[src/rtl/instruction_fetch_stage.sv]
// Fetch stage of the 32-bit MIPS pipeline: program counter, instruction-memory
// addressing, IF/ID pipeline register, stall/redirect/halt handling and debug counters.
module instruction_fetch_stage #(
    parameter int unsigned IMEM_DEPTH = 128,
    parameter int unsigned PC_W       = 32
) (
    input  logic            clk,
    input  logic            rst,
    input  logic            stall,
    input  logic            branch_taken,
    input  logic [PC_W-1:0] branch_base,
    input  logic [15:0]     branch_offset,
    output logic [PC_W-1:0] imem_addr,
    input  logic [31:0]     imem_instr,
    output logic [31:0]     ifid_instr,
    output logic [PC_W-1:0] ifid_pc_plus1,
    output logic            ifid_valid,
    output logic            halted,
    output logic [31:0]     fetch_count,
    output logic [15:0]     stall_count
);

    localparam logic [0:0] ST_RUN  = 1'b0;
    localparam logic [0:0] ST_HALT = 1'b1;

    localparam logic [PC_W-1:0] PC_LIMIT = PC_W'(IMEM_DEPTH);

    logic [0:0]      state;
    logic [0:0]      state_nx;
    logic [PC_W-1:0] pc;
    logic [PC_W-1:0] pc_nx;
    logic [PC_W-1:0] pc_plus1;
    logic [PC_W-1:0] target;
    logic            in_range;

    logic [31:0]     instr_nx;
    logic [PC_W-1:0] pp1_nx;
    logic            valid_nx;
    logic [31:0]     fetch_nx;
    logic [15:0]     stall_nx;

    // PC is a word index, so sequential fetch advances by one, wrapping mod 2^PC_W.
    assign pc_plus1 = pc + PC_W'(1);
    assign target   = branch_base + {{(PC_W-16){branch_offset[15]}}, branch_offset};
    assign in_range = (pc < PC_LIMIT);

    assign imem_addr = pc;
    assign halted    = (state == ST_HALT);

    always_comb begin
        state_nx = state;
        pc_nx    = pc;
        instr_nx = ifid_instr;
        pp1_nx   = ifid_pc_plus1;
        valid_nx = ifid_valid;
        fetch_nx = fetch_count;
        stall_nx = stall_count;

        if (branch_taken) begin
            // Redirect wins over stall and also leaves HALT; a stall here is not counted.
            state_nx = ST_RUN;
            pc_nx    = target;
            instr_nx = '0;
            pp1_nx   = '0;
            valid_nx = 1'b0;
        end else if (state == ST_RUN) begin
            if (stall) begin
                if (stall_count != '1) begin
                    stall_nx = stall_count + 16'd1;
                end
            end else if (in_range) begin
                instr_nx = imem_instr;
                pp1_nx   = pc_plus1;
                valid_nx = 1'b1;
                pc_nx    = pc_plus1;
                fetch_nx = fetch_count + 32'd1;
            end else begin
                // Ran off the end of memory: park here with a bubble until redirected.
                state_nx = ST_HALT;
                instr_nx = '0;
                pp1_nx   = '0;
                valid_nx = 1'b0;
            end
        end
    end

    always_ff @(posedge clk) begin
        if (rst) begin
            state         <= ST_RUN;
            pc            <= '0;
            ifid_instr    <= '0;
            ifid_pc_plus1 <= '0;
            ifid_valid    <= 1'b0;
            fetch_count   <= '0;
            stall_count   <= '0;
        end else begin
            state         <= state_nx;
            pc            <= pc_nx;
            ifid_instr    <= instr_nx;
            ifid_pc_plus1 <= pp1_nx;
            ifid_valid    <= valid_nx;
            fetch_count   <= fetch_nx;
            stall_count   <= stall_nx;
        end
    end

endmodule

[config.mk]
export PLATFORM = sky130hd
export DESIGN_NAME = instruction_fetch_stage
export DESIGN_NICKNAME = d
export VERILOG_FILES = /design/src/rtl/instruction_fetch_stage.sv
export SDC_FILE = /design/constraint.sdc
export NUM_CORES = 1
export LEC_CHECK = 0
export BUFFER_PORTS_ARGS = -buffer_cell sky130_fd_sc_hd__buf_2
export CAP_MARGIN = 15
export CORE_UTILIZATION = 40
export CTS_CLUSTER_DIAMETER = 100
export DETAILED_ROUTE_END_ITERATION = 10
export HOLD_SLACK_MARGIN = 0.12
export PLACE_DENSITY_LB_ADDON = 0.05
export REMOVE_ABC_BUFFERS = 1
export SYNTH_ARGS = -nofsm -noshare
export SYNTH_HDL_FRONTEND = slang
export SYNTH_SLANG_ARGS = --single-unit
[constraint.sdc]
create_clock -name clk -period 3.81 [get_ports clk]
set_input_delay 0.762 -clock clk [delete_from_list [all_inputs] [get_ports clk]]
set_output_delay 0.762 -clock clk [all_outputs]
set_load 0.005 [all_outputs]
==> results of run 1 <==
## sequential cells by signal, summed over array words and instances, names as in the netlist
register,flops
stall_count,16
halted,1
ifid_valid,1
ifid_pc_plus1,32
imem_addr,32
fetch_count,32
ifid_instr,32
## stage by stage
step | area (um2) | hold slack, ns | utilization [%] | std cells
final | 9100 | 0.445 | 52.5 | 1313
after global routing | 9100 | 0.462 | 52.5 | 1313
after CTS | 9100 | 0.449 | 52.5 | 1313
after detailed placement | 8480 | 0.441 | 48.9 | 1281
after global placement | 8480 | 0.436 | 48.9 | 1281
after floorplan | 6960 | 0.448 | - | 815
## cell type report
type	count	area (um2)
clock buffer	22	464
clock inverter	10	156
fill	1684	8250
inverter	6	22.5
multi-input combinational	663	4020
sequential	146	2920
tap	225	282
timing repair buffer	241	1240
## logic make-up after synthesis
family                   Yosys count  synth area share, %
AND/OR/NAND/NOR                  369                 24.7
AO/OA/AOI/OAI                    168                 14.0
flip-flops                       146                 41.1
XOR/XNOR                          84                 10.3
buffers and inverters             47                 2.58
adder cells (fa/ha/maj)           35                 6.26
multiplexers                       7                0.984
## power by group through the flow
| stage | combinational (uW) | sequential, uW | clock, uW |
|---|---|---|---|
| after floorplan | 322 | 1640 | 0 |
| after global placement | 533 | 1650 | 0 |
| after detailed placement | 530 | 1640 | 0 |
| after CTS | 533 | 1610 | 1780 |
| after global routing | 590 | 1620 | 1850 |
| final | 531 | 1610 | 1740 |
## per-layer routing
metal,global-route usage (%),wire [um],vias up
li1,-,-,3445
met4,7.74,374,0
met3,4.94,938,21
met2,32.5,8810,174
met5,0,0,-
met1,27.6,9250,2987
## cells in the mapped netlist, types with 2 or more instances
| cell type | n |
|---|---|
| xnor2_1 | 28 |
| and4_1 | 3 |
| dfxtp_1 | 146 |
| nor2_1 | 96 |
| o41a_1 | 2 |
| nand2_2 | 2 |
| a2111oi_0 | 4 |
| clkbuf_1 | 38 |
| xor2_1 | 56 |
| nor4_4 | 2 |
| a21oi_1 | 77 |
| nor2b_1 | 2 |
| mux2i_1 | 7 |
| nand3_1 | 68 |
| buf_1 | 2 |
| a211oi_1 | 14 |
| or3_1 | 5 |
| nand4_1 | 16 |
| nand2_1 | 107 |
| or3b_2 | 2 |
| a21o_1 | 9 |
| nor4_1 | 8 |
| o21ai_0 | 36 |
| o21ai_1 | 2 |
| a31oi_1 | 3 |
| nor3_1 | 9 |
| and3_1 | 31 |
| a311oi_1 | 2 |
| o211ai_1 | 6 |
| o21bai_1 | 4 |
| nand2b_1 | 7 |
| or2_2 | 5 |
| inv_1 | 6 |
| ha_1 | 34 |
## critical path, stage by stage
cell	delay, ns
buf_2	0.10
ha_1	0.37
a2111oi_0	0.48
o21ai_0	0.27
a21boi_2	0.29
o21ai_0	0.24
a2111o_1	0.45
a41oi_1	0.22
xor2_1	0.17
o21ai_1	0.07
## worst max-delay path by stage
stage,slack (ns),endpoint,start
final,0.68,imem_addr[29]$_SDFFE_PP0P_,branch_base[6]
after global routing,0.46,imem_addr[29]$_SDFFE_PP0P_,branch_base[6]
after CTS,0.72,imem_addr[29]$_SDFFE_PP0P_,branch_base[6]
after detailed placement,0.32,imem_addr[29]$_SDFFE_PP0P_,branch_base[6]
after global placement,0.40,imem_addr[29]$_SDFFE_PP0P_,branch_base[6]
after floorplan,0.68,imem_addr[28]$_SDFFE_PP0P_,branch_base[0]
==> flow_metrics.tcl, run 1 <==
set metrics [dict create \
    track_usage_pct 20.8 \
    grt_pass1_wl_mm 29.9 \
    die_width_um 135 \
    pre_cts_ws_ns 0.316 \
    dp_hpwl_mm 14.3 \
    drive_gt1_share_pct 26.5 \
    min_period_ns 3.13 \
    p_int_uw 2920 \
    viasPerCell 5.05 \
    outcome "completed" \
    area_delta_synth_final_pct 27.9 \
    cts_buffers 17 \
    grt_max_degree 67 \
    cts_tree "done" \
    cts_sinks 146 \
    final_common_cell "buf_2" \
    synth_edf_count 0 \
    async_reset_ff_share_pct 0 \
    cts_resized 0 \
    pwr-share-seq_pct 41.5 \
    start_kind "input port" \
    ys_types 51 \
    r2r_start "imem_addr[8]$_SDFFE_PP0P_" \
    drv_slew 0 \
    pwr-share-clk_pct 44.8 \
    yosysTopAreaCellShare_pct 41.1 \
    tns_ns 0 \
    whs_endpoint "ifid_instr[25]$_SDFFE_PP0P_" \
    numPortBuffers 229 \
    max_cap_viol_count 0 \
    drt_first_pass_iters 4 \
    skew_ns 0.0143 \
    ir_drop_uv 267 \
    syn-cell-area_um2 7120 \
    yosysWarningCount 0 \
    yosysTopAreaCell "dfxtp_1" \
    hold_path_startpoint "ifid_instr[25]$_SDFFE_PP0P_" \
    ys_top_cells_by_area "dfxtp_1, xor2_1, ha_1, nand2_1, a21oi_1" \
    seq_area_frac_synth_pct 41.1 \
    routabilityCongestion 0.867 \
    first_iter_violations 327 \
    arrival_ns 3.41 \
    clk_pin_slew_worst_paths_ns 0.06 \
    required_ns 4.09 \
    switching_share_pct 24.8 \
    powerDensity_nw_per_um2 427 \
    fp-row-count 48 \
    cts_hold_buf 0 \
    hold_path.class "reg2reg" \
    finalNetCount 1194 \
    worst-path-max-fanout 6 \
    core_um2 17400 \
    n_antenna_cell 0 \
    reg2reg_slack_ns 0.98 \
    synth_area_per_cell_um2 8.32 \
    worstSkewPairLatency_ns 0.42 \
    via_count 6627 \
    tightest_slew_ns 0.850 \
    p_comb_share_pct 13.7 \
    overflow 0 \
    die_area_um2 18300 \
    antenna_found_initial 0 \
    start_util_pct 41.0 \
    grt_pass1_vias 5819 \
    pin_count 230 \
    ys_ff_latch 146 \
    p_leak_uw 0.00411 \
    wl_per_cell_um 14.8 \
    crit_type "in2reg" \
    ff2ff_path_depth 8 \
    worst_slack_ns 0.680 \
    setup_viol_count_final 0 \
    h-tree-depth 4 \
    final_cell_mix "buf_2, dfxtp_1, nand2_1" \
    clockRootBuffer "clkbuf_16" \
    cts_buffer_depth 2 \
    die_h_um 135 \
    worstSetupEndpointType "register" \
    fin_crit_sh_pct 82.1 \
    hold_depth 2 \
    cts_setup_buffers 0 \
    drc_errors 0 \
    r2r-end "fetch_count[19]$_SDFFE_PP0P_" \
    final_hold_viol_count 0 \
    ant_nets 0 \
    wirelength_mm 19.4 \
    ys.flop_type "dfxtp_1" \
    max_freq_mhz 320 \
    slew_headroom_pct 43.4 \
    finalPower_uw 3880 \
    synthCells 856 \
    rsz0062_at_grt "false" \
    power.switching_uw 965 \
]
(Power assumes the default switching activity.)
==> inputs of run 2 (changes only) <==
- clock period: 3.81 -> 3 ns (I/O delays scaled with it)
==> flow_metrics.tcl, run 2 (synthesis results as in run 1) <==
set metrics [dict create \
    pin_count 230 \
    grt_pass1_vias 6031 \
    worst-path-max-fanout 3 \
    grt_pass1_wl_mm 30.0 \
    dpl.cell_count 1335 \
    max_freq_mhz 367 \
    overflow 0 \
    wirelength_mm 19.6 \
    skew_ns 0.00913 \
    drc_errors 0 \
    cts_setup_buffers 0 \
    routabilityCongestion 0.851 \
    fin_area_um2 9480 \
    core_um2 17400 \
    n_fill_cell 1685 \
    cts_buffers 17 \
    cts_hold_buf 0 \
    viasPerCell 4.99 \
    drt_first_pass_iters 4 \
    rsz0062_at_grt "false" \
    fp-row-count 48 \
    finalPower_uw 4890 \
    fin_cells 1366 \
    wl_per_cell_um 14.4 \
    antenna_found_initial 0 \
    hold_path.class "in2reg" \
    via_count 6816 \
    grt_max_degree 67 \
    ff_latch_area_um2 2920 \
    track_usage_pct 20.8 \
    pre_cts_ws_ns -0.162 \
    arrival_ns 3.01 \
    first_iter_violations 272 \
    area_delta_synth_final_pct 33.1 \
    multi_input_area_um2 4020 \
    cp_num_buf_inv 2 \
    clk_pin_slew_worst_paths_ns 0.06 \
    worstSetupEndpointType "register" \
    max_cap_viol_count 0 \
    crit_type "in2reg" \
    die_h_um 135 \
    crit_chain "buf_2 -> ha_1 -> fa_1 -> a211oi_1 -> o21ai_1 -> o21ai_0 -> buf_4 -> a211oi_1 -> or2_2 -> o41a_1 -> xnor2_1 -> o21ai_0" \
    setup_viol_count_final 0 \
    drv_slew 0 \
    final_hold_viol_count 0 \
    dp_hpwl_mm 14.9 \
    cts_buffer_depth 2 \
    ant_nets 0 \
    start_kind "input port" \
    p_leak_uw 0.00436 \
    utilization_pct 54.6 \
    powerDensity_nw_per_um2 516 \
    h-tree-depth 4 \
    die_area_um2 18300 \
    drive_gt1_share_pct 30.1 \
    n_antenna_cell 0 \
    outcome "completed" \
    cts_resized 0 \
    worstSkewPairLatency_ns 0.42 \
    ir_drop_uv 343 \
    final_cell_mix "buf_2, dfxtp_1, nand2_1" \
    slew_headroom_pct 54.8 \
    die_width_um 135 \
    required_ns 3.28 \
    final_common_cell "buf_2" \
    min_period_ns 2.73 \
    cts_sinks 146 \
    start_util_pct 41.0 \
    tightest_slew_ns 0.679 \
    cts_tree "done" \
    fin_crit_sh_pct 90.9 \
    cpLargestDelayFamily "compound AO/OA/AOI/OAI gates" \
    worst_slack_ns 0.274 \
    numPortBuffers 229 \
    finalNetCount 1248 \
    placed_area_um2 8890 \
    clockRootBuffer "clkbuf_16" \
    worst_path_largest_cell_delay_ns 0.39 \
    cp_slowest_cell "fa_1" \
]
## run 2: cell count changes in the layout (fill, tap and decap cells not counted)
cell,previous run,this run
bufinv_16,4,2
buf_4,12,66
clkinv_4,1,2
clkbuf_8,2,4
clkbuf_1,3,1
## run 2: metrics by stage
stage | hold slack (ns) | setup TNS [ns]
6_report | 0.429 | 0
5_1_grt | 0.420 | 0
4_1_cts | 0.416 | 0
3_5_place_dp | 0.440 | -0.399
3_3_place_gp | 0.436 | -0.327
2_1_floorplan | 0.448 | 0
## run 2: area by class of cell
cell class	instances	area share, %
Multi-Input combinational cell	663	42.4
Tap cell	225	2.97
Clock buffer	22	5.11
Timing Repair Buffer	295	17.3
Clock inverter	9	1.11
Inverter	6	0.238
Sequential cell	146	30.8
## run 2: power breakdown
part / internal, uW / switching [uW] / leakage, uW
Sequential: 1990 / 58.4 / 0.00118
Combinational: 350 / 403 / 0.00289
Clock: 1300 / 785 / 0.000292
Total: 3650 / 1250 / 0.00436
## run 2: worst min-delay path: stages
cell and delay (ns):
buf_2 0.10, nand3_1 0.05, a21oi_1 0.05
## run 2: path summary, 6_finish.rpt
| kind | from | slack (ns) | endpoint | cells past startpoint |
|---|---|---|---|---|
| setup / recovery | branch_base[0] | 0.27 | imem_addr[28]$_SDFFE_PP0P_ | 12 |
| hold / removal | imem_instr[28] | 0.43 | ifid_instr[28]$_SDFFE_PP0P_ | 3 |
| setup reg to reg | imem_addr[7]$_SDFFE_PP0P_ | 0.41 | fetch_count[31]$_SDFFE_PP0P_ | 7 |
| hold reg to reg | ifid_pc_plus1[7]$_SDFFE_PP0P_ | 0.44 | ifid_pc_plus1[7]$_SDFFE_PP0P_ | 2 |
## run 2: routing by layer
layer	up-vias	share of wire (%)	wire [um]	GRT usage (%)
li1	3555	-	-	-
met4	0	1.8	362	7.93
met1	3063	46	9050	26.6
met2	171	47	9230	34.2
met5	-	0	0	0
met3	27	4.9	969	4.45
==> inputs of run 3 (changes only) <==
- ABC_AREA: unset -> 1
==> flow_metrics.tcl, run 3 <==
set metrics [dict create \
    cts_hold_buf 0 \
    overflow 0 \
    worst-path-max-fanout 5 \
    dp_hpwl_mm 19.7 \
    synth_edf_count 0 \
    grt_pass1_vias 8057 \
    worstSetupEndpointType "register" \
    synth-compound-area-share_pct 11.2 \
    finalPower_uw 4810 \
    tns_ns 0 \
    p_comb_share_pct 15.8 \
    cts_sinks 146 \
    yosysTopAreaCellShare_pct 34.7 \
    reg2reg_slack_ns 0.93 \
    setup_viol_count_final 0 \
    synth_top_family_by_area "simple AND/OR/NAND/NOR gates" \
    max_cap_viol_count 0 \
    routabilityCongestion 0.902 \
    r2r_start "imem_addr[25]$_SDFFE_PP0P_" \
    h-tree-depth 4 \
    first_iter_violations 389 \
    ys.flop_type "dfxtp_1" \
    cts_tree "done" \
    whs_endpoint "ifid_instr[26]$_SDFFE_PP0P_" \
    ys_top_cells_by_area "dfxtp_1, nand2_1, a21oi_1, inv_1, nor2_1" \
    ir_drop_uv 345 \
    fp-row-count 52 \
    antenna_found_initial 0 \
    powerDensity_nw_per_um2 466 \
    cts_setup_buffers 0 \
    power.switching_uw 1470 \
    grt_pass1_wl_mm 40.5 \
    fin_area_um2 10300 \
    required_ns 3.35 \
    track_usage_pct 23.5 \
    synth.most_common_cell "nand2_1" \
    cts_buffers 17 \
    switching_share_pct 30.6 \
    yosysTopAreaCell "dfxtp_1" \
    synth_area_per_cell_um2 6.32 \
    ys_top_cells_by_count "nand2_1, inv_1, dfxtp_1, a21oi_1, nor2_1" \
    p_int_uw 3340 \
    ff2ff_path_depth 10 \
    final_cell_mix "nand2_1, buf_2, inv_1" \
    slew_headroom_pct 61.9 \
    syn-cell-area_um2 8430 \
    die_h_um 147 \
    arrival_ns 2.46 \
    finalNetCount 1673 \
    final_hold_viol_count 0 \
    fin_cells 1837 \
    r2r-end "fetch_count[5]$_SDFFE_PP0P_" \
    synth_simple_gate_area_share_pct 34.9 \
    pwr-share-clk_pct 42.1 \
    drive_gt1_share_pct 17.8 \
    rsz0062_at_grt "false" \
    max_freq_mhz 474 \
    skew_ns 0.00828 \
    fin_crit_sh_pct 70.3 \
    p_leak_uw 0.00509 \
    cts_resized 0 \
    pin_count 230 \
    hold_depth 3 \
    yosysWarningCount 0 \
    ant_nets 0 \
    drc_errors 0 \
    viasPerCell 4.79 \
    outcome "completed" \
    ys_types 38 \
    numPortBuffers 229 \
    die_area_um2 21700 \
    tightest_slew_ns 0.572 \
    ys_ff_latch 146 \
    start_kind "input port" \
    area_delta_synth_final_pct 22.5 \
    hold_path_startpoint "imem_instr[26]" \
    seq_area_frac_synth_pct 34.7 \
    crit_type "in2reg" \
    met3_wirelength_mm 1.19 \
    worstSkewPairLatency_ns 0.42 \
    die_width_um 147 \
    met1_length_mm 11.5 \
    wirelength_mm 25.5 \
    drv_slew 0 \
    highest_layer "met4" \
    async_reset_ff_share_pct 0 \
    via_count 8795 \
    n_antenna_cell 0 \
    drt_first_pass_iters 5 \
    pwr-share-seq_pct 42.2 \
    startpoint "branch_base[0]" \
    synthXorXnorAreaFrac_pct 4.05 \
    min_period_ns 2.11 \
    synthCells 1334 \
    grt_max_degree 57 \
    hold_path.class "in2reg" \
    synthMuxAreaShare_pct 0 \
    dpl.cell_count 1805 \
    placed_area_um2 9780 \
    core_um2 20400 \
    clk_pin_slew_worst_paths_ns 0.07 \
    final_common_cell "nand2_1" \
    start_util_pct 41.3 \
    synthAdderAreaFrac_pct 5.28 \
    wl_per_cell_um 13.9 \
    wl_met2_mm 12.3 \
    clockRootBuffer "clkbuf_16" \
    cts_buffer_depth 2 \
]
-- run 3: cell count changes in the layout (fill, tap and decap cells not counted), sizes merged, moves of 30 or more --
cell   previous run  this run
a21oi            77       136
and3             31         1
buf             295       238
inv               6       174
nand2           109       491
nor2             96       135
xor2             56        24
-- run 3: power by group through the flow --
stage                     Clock (uW)  Combinational, uW  Sequential [uW]
after floorplan                    0                458             2070
after global placement             0                759             2070
after detailed placement           0                761             2070
after CTS                       2070                765             2030
after global routing            2150                861             2040
final                           2020                759             2030
-- run 3: layout make-up --
type | count | area (um2)
Multi-Input combinational cell | 983 | 4670
Clock inverter | 14 | 123
Clock buffer | 18 | 429
Fill cell | 2214 | 10100
Timing Repair Buffer | 238 | 1210
Inverter | 168 | 633
Sequential cell | 146 | 2920
Tap cell | 270 | 338
-- run 3: worst max-delay path by stage --
stage	endpoint	slack, ns	depth (start not counted)
after CTS	imem_addr[16]$_SDFFE_PP0P_	0.91	12
after global routing	fetch_count[1]$_SDFFE_PP0P_	0.74	10
final	imem_addr[16]$_SDFFE_PP0P_	0.89	12
after global placement	imem_addr[16]$_SDFFE_PP0P_	0.48	12
after floorplan	ifid_pc_plus1[11]$_SDFFE_PP0P_	0.97	4
after detailed placement	imem_addr[16]$_SDFFE_PP0P_	0.48	12
-- run 3: logic make-up (layout without fill, tap and decap cells) --
logic type | Yosys count | after routing
AND/OR/NAND/NOR | 728 | 728
adder cells (fa/ha/maj) | 35 | 35
buffers and inverters | 205 | 438
flip-flops | 146 | 146
XOR/XNOR | 39 | 39
AO/OA/AOI/OAI | 181 | 181
-- run 3: through the flow --
stage | util, % | hold WS, ns | setup slack [ns]
6_report | 50.6 | 0.412 | 0.890
5_1_grt | 50.6 | 0.403 | 0.737
4_1_cts | 50.6 | 0.396 | 0.911
3_5_place_dp | 47.9 | 0.415 | 0.482
3_3_place_gp | 47.9 | 0.411 | 0.484
2_1_floorplan | - | 0.425 | 0.971
-- run 3: metal layers --
metal	track usage (%)	vias to the layer above
met2	40.6	219
li1	-	4634
met4	7.78	0
met1	29.4	3911
met3	4.07	31
met5	0	-
-- run 3: worst max-delay path, cell delays in order --
cell and delay [ns]:
buf_2 0.10, ha_1 0.23, fa_1 0.41, nand2_1 0.10
a21oi_1 0.12, nand3_1 0.10, nand3_1 0.19, nand2_1 0.17
nand2_1 0.06, nand2_1 0.06, nand3_1 0.15, a21oi_1 0.17
